<file path="config.mk">
export PLATFORM = sky130hd
export DESIGN_NAME = waterfall_ctrl_flat
export DESIGN_NICKNAME = d
export VERILOG_FILES = /design/src/rtl/waterfall_ctrl_if.sv /design/src/rtl/waterfall_ctrl.sv /design/src/flat_wrapper.sv
export SDC_FILE = /design/constraint.sdc
export NUM_CORES = 1
export LEC_CHECK = 0
export ABC_CLOCK_PERIOD_IN_PS = 2980
export BUFFER_PORTS_ARGS = -buffer_cell sky130_fd_sc_hd__buf_2
export CORE_MARGIN = 5
export CORE_UTILIZATION = 35
export DETAILED_ROUTE_END_ITERATION = 6
export SYNTH_ARGS = -nofsm -noshare
export SYNTH_HDL_FRONTEND = slang
export SYNTH_SLANG_ARGS = --single-unit
</file>
<file path="constraint.sdc">
create_clock -name clk -period 2.98 [get_ports clk]
set_input_delay 0.298 -clock clk [delete_from_list [all_inputs] [get_ports clk]]
set_output_delay 0.298 -clock clk [all_outputs]
set_load 0.1 [all_outputs]
</file>
<file path="src/rtl/waterfall_ctrl_if.sv">
// Bundle between the waterfall controller and its surroundings: frame handshake,
// spectrum-buffer read port, waterfall RAM write/read addressing and display timing.
interface waterfall_ctrl_if #(
    parameter int unsigned XW   = 10,
    parameter int unsigned ROWW = 8
);
    logic                 i_frame_rdy;
    logic                 o_frame_ack;
    logic                 o_overrun;
    logic                 i_vblank;
    logic [XW-1:0]        o_spec_addr;
    logic [7:0]           i_spec_data;
    logic                 o_wf_we;
    logic [ROWW+XW-1:0]   o_wf_waddr;
    logic [7:0]           o_wf_wdata;
    logic                 i_wf_sync;
    logic                 i_line;
    logic [XW-1:0]        i_pix_x;
    logic [ROWW+XW-1:0]   o_wf_raddr;
    logic                 o_busy;

    // master: the controller itself
    modport master (
        input  i_frame_rdy, i_vblank, i_spec_data, i_wf_sync, i_line, i_pix_x,
        output o_frame_ack, o_overrun, o_spec_addr, o_wf_we, o_wf_waddr, o_wf_wdata,
               o_wf_raddr, o_busy
    );

    // slave: spectrum buffer, RAM and screen generator around it
    modport slave (
        output i_frame_rdy, i_vblank, i_spec_data, i_wf_sync, i_line, i_pix_x,
        input  o_frame_ack, o_overrun, o_spec_addr, o_wf_we, o_wf_waddr, o_wf_wdata,
               o_wf_raddr, o_busy
    );
endinterface

</file>
<file path="src/rtl/waterfall_ctrl.sv">
// Copies one spectrum line per frame into a circular waterfall RAM during vblank
// and generates display-side row addresses (newest row first, older rows below).
module waterfall_ctrl #(
    parameter int unsigned LINEWIDTH     = 1024,
    parameter int unsigned XW            = 10,
    parameter int unsigned WATERFALLSIZE = 256,
    parameter int unsigned ROWW          = 8
) (
    input  logic             clk,
    input  logic             rst_n,
    waterfall_ctrl_if.master bus
);

    typedef enum logic [1:0] {StIdle, StArmed, StCopy, StDone} state_e;

    localparam logic [XW:0]     LastCnt = (XW+1)'(LINEWIDTH);
    localparam logic [XW:0]     CntOne  = (XW+1)'(1);
    localparam logic [XW-1:0]   LastX   = XW'(LINEWIDTH - 1);
    localparam logic [XW-1:0]   XOne    = XW'(1);
    localparam logic [ROWW-1:0] LastRow = ROWW'(WATERFALLSIZE - 1);
    localparam logic [ROWW-1:0] RowOne  = ROWW'(1);

    state_e             state_q, state_d;
    logic [XW:0]        cnt_q, cnt_d;
    logic [ROWW-1:0]    wr_row_q, wr_row_d;
    logic [ROWW-1:0]    newest_q, newest_d;
    logic [ROWW-1:0]    rd_row_q, rd_row_d;
    logic               pending_q, pending_d;
    logic               sync_q;
    logic [ROWW+XW-1:0] raddr_q;

    logic               frame_ack;
    logic               overrun;
    logic               copy_wr;
    logic [XW-1:0]      x_prev;

    always_ff @(posedge clk or negedge rst_n) begin
        if (!rst_n) begin
            state_q   <= StIdle;
            cnt_q     <= '0;
            wr_row_q  <= '0;
            newest_q  <= '0;
            rd_row_q  <= '0;
            pending_q <= 1'b0;
            sync_q    <= 1'b0;
            raddr_q   <= '0;
        end else begin
            state_q   <= state_d;
            cnt_q     <= cnt_d;
            wr_row_q  <= wr_row_d;
            newest_q  <= newest_d;
            rd_row_q  <= rd_row_d;
            pending_q <= pending_d;
            sync_q    <= bus.i_wf_sync;
            raddr_q   <= {rd_row_q, bus.i_pix_x};
        end
    end

    always_comb begin
        state_d   = state_q;
        cnt_d     = cnt_q;
        wr_row_d  = wr_row_q;
        newest_d  = newest_q;
        pending_d = pending_q;
        frame_ack = 1'b0;
        overrun   = 1'b0;

        // Only one request can wait behind the one being served.
        if (bus.i_frame_rdy && state_q != StIdle) begin
            if (pending_q) overrun = 1'b1;
            else           pending_d = 1'b1;
        end

        unique case (state_q)
            StIdle: begin
                if (bus.i_frame_rdy || pending_q) begin
                    state_d   = StArmed;
                    // a fresh request arriving as the queued one is taken stays queued
                    pending_d = pending_q & bus.i_frame_rdy;
                end
            end
            StArmed: begin
                if (bus.i_vblank) begin
                    state_d = StCopy;
                    cnt_d   = '0;
                end
            end
            StCopy: begin
                if (!bus.i_vblank)          state_d = StArmed;
                else if (cnt_q == LastCnt)  state_d = StDone;
                else                        cnt_d   = cnt_q + CntOne;
            end
            StDone: begin
                frame_ack = 1'b1;
                wr_row_d  = (wr_row_q == LastRow) ? '0 : wr_row_q + RowOne;
                newest_d  = wr_row_q;
                state_d   = StIdle;
            end
            default: state_d = StIdle;
        endcase
    end

    // Display rows: jump to the newest row at the top, then walk back one row per line.
    always_comb begin
        rd_row_d = rd_row_q;
        if (bus.i_wf_sync && !sync_q) begin
            rd_row_d = (state_q == StDone) ? wr_row_q : newest_q;
        end else if (bus.i_line && !bus.i_wf_sync) begin
            rd_row_d = (rd_row_q == '0) ? LastRow : rd_row_q - RowOne;
        end
    end

    // Write path trails the read address by the buffer's one-cycle latency.
    assign copy_wr = (state_q == StCopy) && (cnt_q != '0) && bus.i_vblank;
    assign x_prev  = cnt_q[XW-1:0] - XOne;

    assign bus.o_spec_addr = (state_q != StCopy) ? '0 :
                             (cnt_q == LastCnt)  ? LastX : cnt_q[XW-1:0];
    assign bus.o_wf_we     = copy_wr;
    assign bus.o_wf_waddr  = copy_wr ? {wr_row_q, x_prev} : '0;
    assign bus.o_wf_wdata  = copy_wr ? bus.i_spec_data : '0;
    assign bus.o_frame_ack = frame_ack;
    assign bus.o_overrun   = overrun;
    assign bus.o_busy      = (state_q == StArmed) || (state_q == StCopy);
    assign bus.o_wf_raddr  = raddr_q;

endmodule
</file>
<file path="src/flat_wrapper.sv">
// flat-port wrapper written by rule: the top's interface ports become plain ports
module waterfall_ctrl_flat 
#(
    parameter int unsigned LINEWIDTH     = 1024,
    parameter int unsigned XW            = 10,
    parameter int unsigned WATERFALLSIZE = 256,
    parameter int unsigned ROWW          = 8
)
  (clk, rst_n, bus_i_frame_rdy, bus_i_vblank, bus_i_spec_data, bus_i_wf_sync, bus_i_line, bus_i_pix_x, bus_o_frame_ack, bus_o_overrun, bus_o_spec_addr, bus_o_wf_we, bus_o_wf_waddr, bus_o_wf_wdata, bus_o_wf_raddr, bus_o_busy);
  waterfall_ctrl_if #(.XW(XW), .ROWW(ROWW)) bus_i ();
  input  logic clk;
  input  logic rst_n;
  input wire logic [$bits(bus_i.i_frame_rdy)-1:0] bus_i_frame_rdy;
  input wire logic [$bits(bus_i.i_vblank)-1:0] bus_i_vblank;
  input wire logic [$bits(bus_i.i_spec_data)-1:0] bus_i_spec_data;
  input wire logic [$bits(bus_i.i_wf_sync)-1:0] bus_i_wf_sync;
  input wire logic [$bits(bus_i.i_line)-1:0] bus_i_line;
  input wire logic [$bits(bus_i.i_pix_x)-1:0] bus_i_pix_x;
  output wire logic [$bits(bus_i.o_frame_ack)-1:0] bus_o_frame_ack;
  output wire logic [$bits(bus_i.o_overrun)-1:0] bus_o_overrun;
  output wire logic [$bits(bus_i.o_spec_addr)-1:0] bus_o_spec_addr;
  output wire logic [$bits(bus_i.o_wf_we)-1:0] bus_o_wf_we;
  output wire logic [$bits(bus_i.o_wf_waddr)-1:0] bus_o_wf_waddr;
  output wire logic [$bits(bus_i.o_wf_wdata)-1:0] bus_o_wf_wdata;
  output wire logic [$bits(bus_i.o_wf_raddr)-1:0] bus_o_wf_raddr;
  output wire logic [$bits(bus_i.o_busy)-1:0] bus_o_busy;
  assign bus_i.i_frame_rdy = bus_i_frame_rdy;
  assign bus_i.i_vblank = bus_i_vblank;
  assign bus_i.i_spec_data = bus_i_spec_data;
  assign bus_i.i_wf_sync = bus_i_wf_sync;
  assign bus_i.i_line = bus_i_line;
  assign bus_i.i_pix_x = bus_i_pix_x;
  assign bus_o_frame_ack = bus_i.o_frame_ack;
  assign bus_o_overrun = bus_i.o_overrun;
  assign bus_o_spec_addr = bus_i.o_spec_addr;
  assign bus_o_wf_we = bus_i.o_wf_we;
  assign bus_o_wf_waddr = bus_i.o_wf_waddr;
  assign bus_o_wf_wdata = bus_i.o_wf_wdata;
  assign bus_o_wf_raddr = bus_i.o_wf_raddr;
  assign bus_o_busy = bus_i.o_busy;
  waterfall_ctrl #(.LINEWIDTH(LINEWIDTH), .XW(XW), .WATERFALLSIZE(WATERFALLSIZE), .ROWW(ROWW)) u_core (.clk(clk), .rst_n(rst_n), .bus(bus_i));
endmodule
</file>
==> flow_summary_export.csv <==
group,metric,value,unit
setup_path,cp_data_arrival_time,2.56,ns
floorplanning,fp-row-count,33,
floorplanning,dieArea,10350,um^2
setup_path,reg2reg_from,"u_core.cnt_q[1]$_DFFE_PN0P_",
routing,remaining_drc_errors,0,
power_and_ir_drop,p_total,4.004,mW
sta,maxSlewHeadroom,28.56,%
sta,hold_viol,0,
layout,area_growth,29.21,%
logic_synthesis,synth_edf_count,0,
logic_synthesis,synth_nets,330,
sta,final_max_slew_viol_count,0,
logic_synthesis,async_flop_share,100.0,%
sta,setup_viol,0,
placed_design,port_buffers,81,
clock_tree,clk_latency,0.32,ns
clock_tree,cts_root_buffer,"clkbuf_8",
floorplanning,io_pins,82,
sta,fmax,0.3496,GHz
layout,n_antenna_cell,0,
routing,viasPerCell,4.805,
logic_synthesis,synth_adder_area_share,4.586,%
setup_path,r2r_setup_slack,0.92,ns
logic_synthesis,synthSimpleGateAreaFrac,21.74,%
routing,ant_nets,0,
global_route,globalRouteOverflowTotal,0,
setup_path,critPathLaunchType,"register",
setup_path,worstPathMaxFanout,11,
sta,rsz0062_at_grt,"yes",
outcome,status,"finished clean",
hold_path,whs_path_depth,1,
routing,vias,2369,
setup_path,path_class,"reg -> out",
sta,worst_pin_slew,1.072,ns
logic_synthesis,synth_compound_area_share,11.17,%
hold_path,hold_path.class,"in -> reg",
floorplanning,start_util,35.86,%
clock_tree,clk_path_buf_depth,2,
routing,routedWlPerCell,13.23,um
floorplanning,core,8217,um^2
logic_synthesis,synth_seq_cells,57,
layout,fin_nets,417,
routing,drt_iter0_drc,139,
global_route,grt_antenna_before_repair,0,
power_and_ir_drop,power_density,1052,nW/um^2
routing,drt-pass1-iter-count,4,
flow_run,maxCapViolations,0,
logic_synthesis,avgSynthCellArea,9.955,um^2
routing,totalWireLength,6524,um
clock_tree,cts_sinks,57,
layout,most-common-layout-cells,"buf_2, dfrtp_1, buf_4",
floorplanning,chipHeight,101.8,um
global_route,grt_pass1_vias,2300,
sta,period_needed,2.860,ns
clock_tree,cts_tree,"built",
logic_synthesis,synth_area,2947,um^2
placed_design,placed_cells,477,
clock_tree,path_clk_slew,0.07,ns
logic_synthesis,synth-main-ff-cell,"dfrtp_1",
setup_path,ff2ff_path_depth,7,
setup_path,critPathRequiredTime,2.68,ns
power_and_ir_drop,p_leak,1.835,nW
sta,fin_crit_sh,95.99,%
global_route,grt_first_pass_wirelength,10750,um
layout,fin_util,46.34,%
clock_tree,numCtsBuffers,9,
layout,layout_commonest_cell,"buf_2",
logic_synthesis,yosysSeqAreaShare,48.41,%
setup_path,rr_endpoint,"u_core.state_q[1]$_DFFE_PN0P_",
clock_tree,cts.htree.levels,3,
logic_synthesis,synth_top_family_by_area,"simple AND/OR/NAND/NOR gates",
floorplanning,die_w,101.8,um
logic_synthesis,synth_mux_area_share,5.138,%
global_route,grt_max_degree,50,
layout,final_cells,493,
logic_synthesis,synthCells,296,
layout,drive_above_1_share,34.79,%
hold_path,min_to,"u_core.bus.o_wf_raddr[8]$_DFF_PN0_",
power_and_ir_drop,irDropWorstVdd,0.0006769,V
global_route,grt_usage,13.15,%
hold_path,min-delay-start,"bus_i_pix_x[8]",
logic_synthesis,yosysUniqueCellTypes,45,
setup_path,end_kind,"primary output",
placed_design,hpwlAfterDp,4753,um
sta,fin_skew,0.01123,ns
placed_design,gp_congestion,0.8217,
logic_synthesis,yosys_warnings,0,
logic_synthesis,synth_xor_area_share,4.756,%
==> metal layers <==
metal | wire [um] | vias to the layer above | track usage [%]
li1 | - | 1199 | -
met1 | 3112 | 1100 | 18.27
met2 | 2988 | 64 | 19.82
met3 | 350 | 6 | 2.686
met4 | 71 | 0 | 5.828
met5 | 0 | - | 0
==> synthesized netlist by cell type, types with 5 or more instances <==
cell | n | area share (%)
dfrtp_1 | 57 | 48
nand2_1 | 35 | 4.5
nor2_1 | 26 | 3.3
o21ai_0 | 15 | 2.5
inv_1 | 11 | 1.4
o21a_1 | 11 | 2.8
ha_1 | 10 | 4.2
and2_4 | 9 | 2.7
mux2_2 | 9 | 3.4
and2_1 | 8 | 1.7
clkbuf_1 | 8 | 1.0
nor3_1 | 8 | 1.4
xnor2_1 | 8 | 2.4
xor2_1 | 8 | 2.4
nand3_1 | 7 | 1.2
nand4_1 | 7 | 1.5
a21oi_1 | 6 | 1.0
a32oi_1 | 6 | 1.8
mux2i_1 | 5 | 1.7
==> metrics by stage <==
step / instance area, um^2 / setup WS (ns) / hold WS (ns) / setup TNS [ns]
finish: 3807 / 0.1195 / 0.07453 / 0
global route: 3807 / -0.01087 / 0.04246 / -0.02185
CTS: 3805 / 0.06787 / 0.05227 / 0
detailed placement: 3491 / 0.2770 / 0.4074 / 0
global placement: 3491 / 0.3132 / 0.4056 / 0
floorplan: 2950 / -0.1775 / 0.002409 / -1.732
==> power breakdown <==
| part | internal [mW] | total [mW] | switching, mW | leakage (nW) |
|---|---|---|---|---|
| Sequential | 0.986 | 1.19 | 0.204 | 0.715 |
| Clock | 0.564 | 0.896 | 0.332 | 0.124 |
| Combinational | 0.514 | 1.92 | 1.40 | 0.996 |
| Total | 2.06 | 4.00 | 1.94 | 1.83 |
==> worst max-delay path: stages (launching register included) <==
cell     delay [ns]
dfrtp_2        0.45
inv_1          0.07
ha_1           0.16
or3b_4         0.43
or4_1          0.42
o21ai_2        0.16
buf_4          0.21
nor2_1         0.05
buf_2          0.28
==> cells by family (layout without fill, tap and decap cells) <==
group	after synthesis	after routing
AOI/OAI and AO/OA	49	49
xor gates and xnor gates	16	16
adders and majority gates	11	11
buffers and inverters	28	120
DFF	57	57
muxes	14	14
and+or+nand+nor	121	121
==> sequential cells by signal (all words and copies together) (netlist names) <==
name                   flops
u_core.wr_row_q            8
u_core.cnt_q              11
u_core.newest_q            8
u_core.state_q             2
u_core.rd_row_q            8
u_core.pending_q           1
u_core.bus.o_wf_raddr     18
u_core.sync_q              1
==> what timing repair did <==
item | 4_1_cts | 5_1_grt
hold buffers | 0 | 0
buffers inserted | 0 | 0
setup endpoints to repair | 26 | 16
gates resized for setup | 26 | 2
==> area by class of cell <==
class	instances	area [um^2]
fill	773	4409
tap	105	131.4
timing repair buffer	92	550.5
inverter	12	45.04
clock inverter	7	125.1
multi-input combinational	211	1403
clock buffer	9	123.9
sequential	57	1429
==> worst max path at each step <==
stage | to | from | depth (start not counted) | slack (ns)
final | bus_o_wf_waddr[0] | u_core.cnt_q[1]$_DFFE_PN0P_ | 8 | 0.12
after global routing | bus_o_wf_wdata[2] | u_core.cnt_q[1]$_DFFE_PN0P_ | 8 | -0.01
after CTS | bus_o_wf_waddr[0] | u_core.cnt_q[5]$_DFFE_PN0P_ | 6 | 0.07
after detailed placement | bus_o_wf_wdata[2] | u_core.cnt_q[1]$_DFFE_PN0P_ | 8 | 0.28
after global placement | bus_o_wf_waddr[17] | u_core.cnt_q[1]$_DFFE_PN0P_ | 8 | 0.31
after floorplan | bus_o_wf_waddr[2] | u_core.state_q[0]$_DFFE_PN0P_ | 8 | -0.18
(Power assumes the default switching activity.)
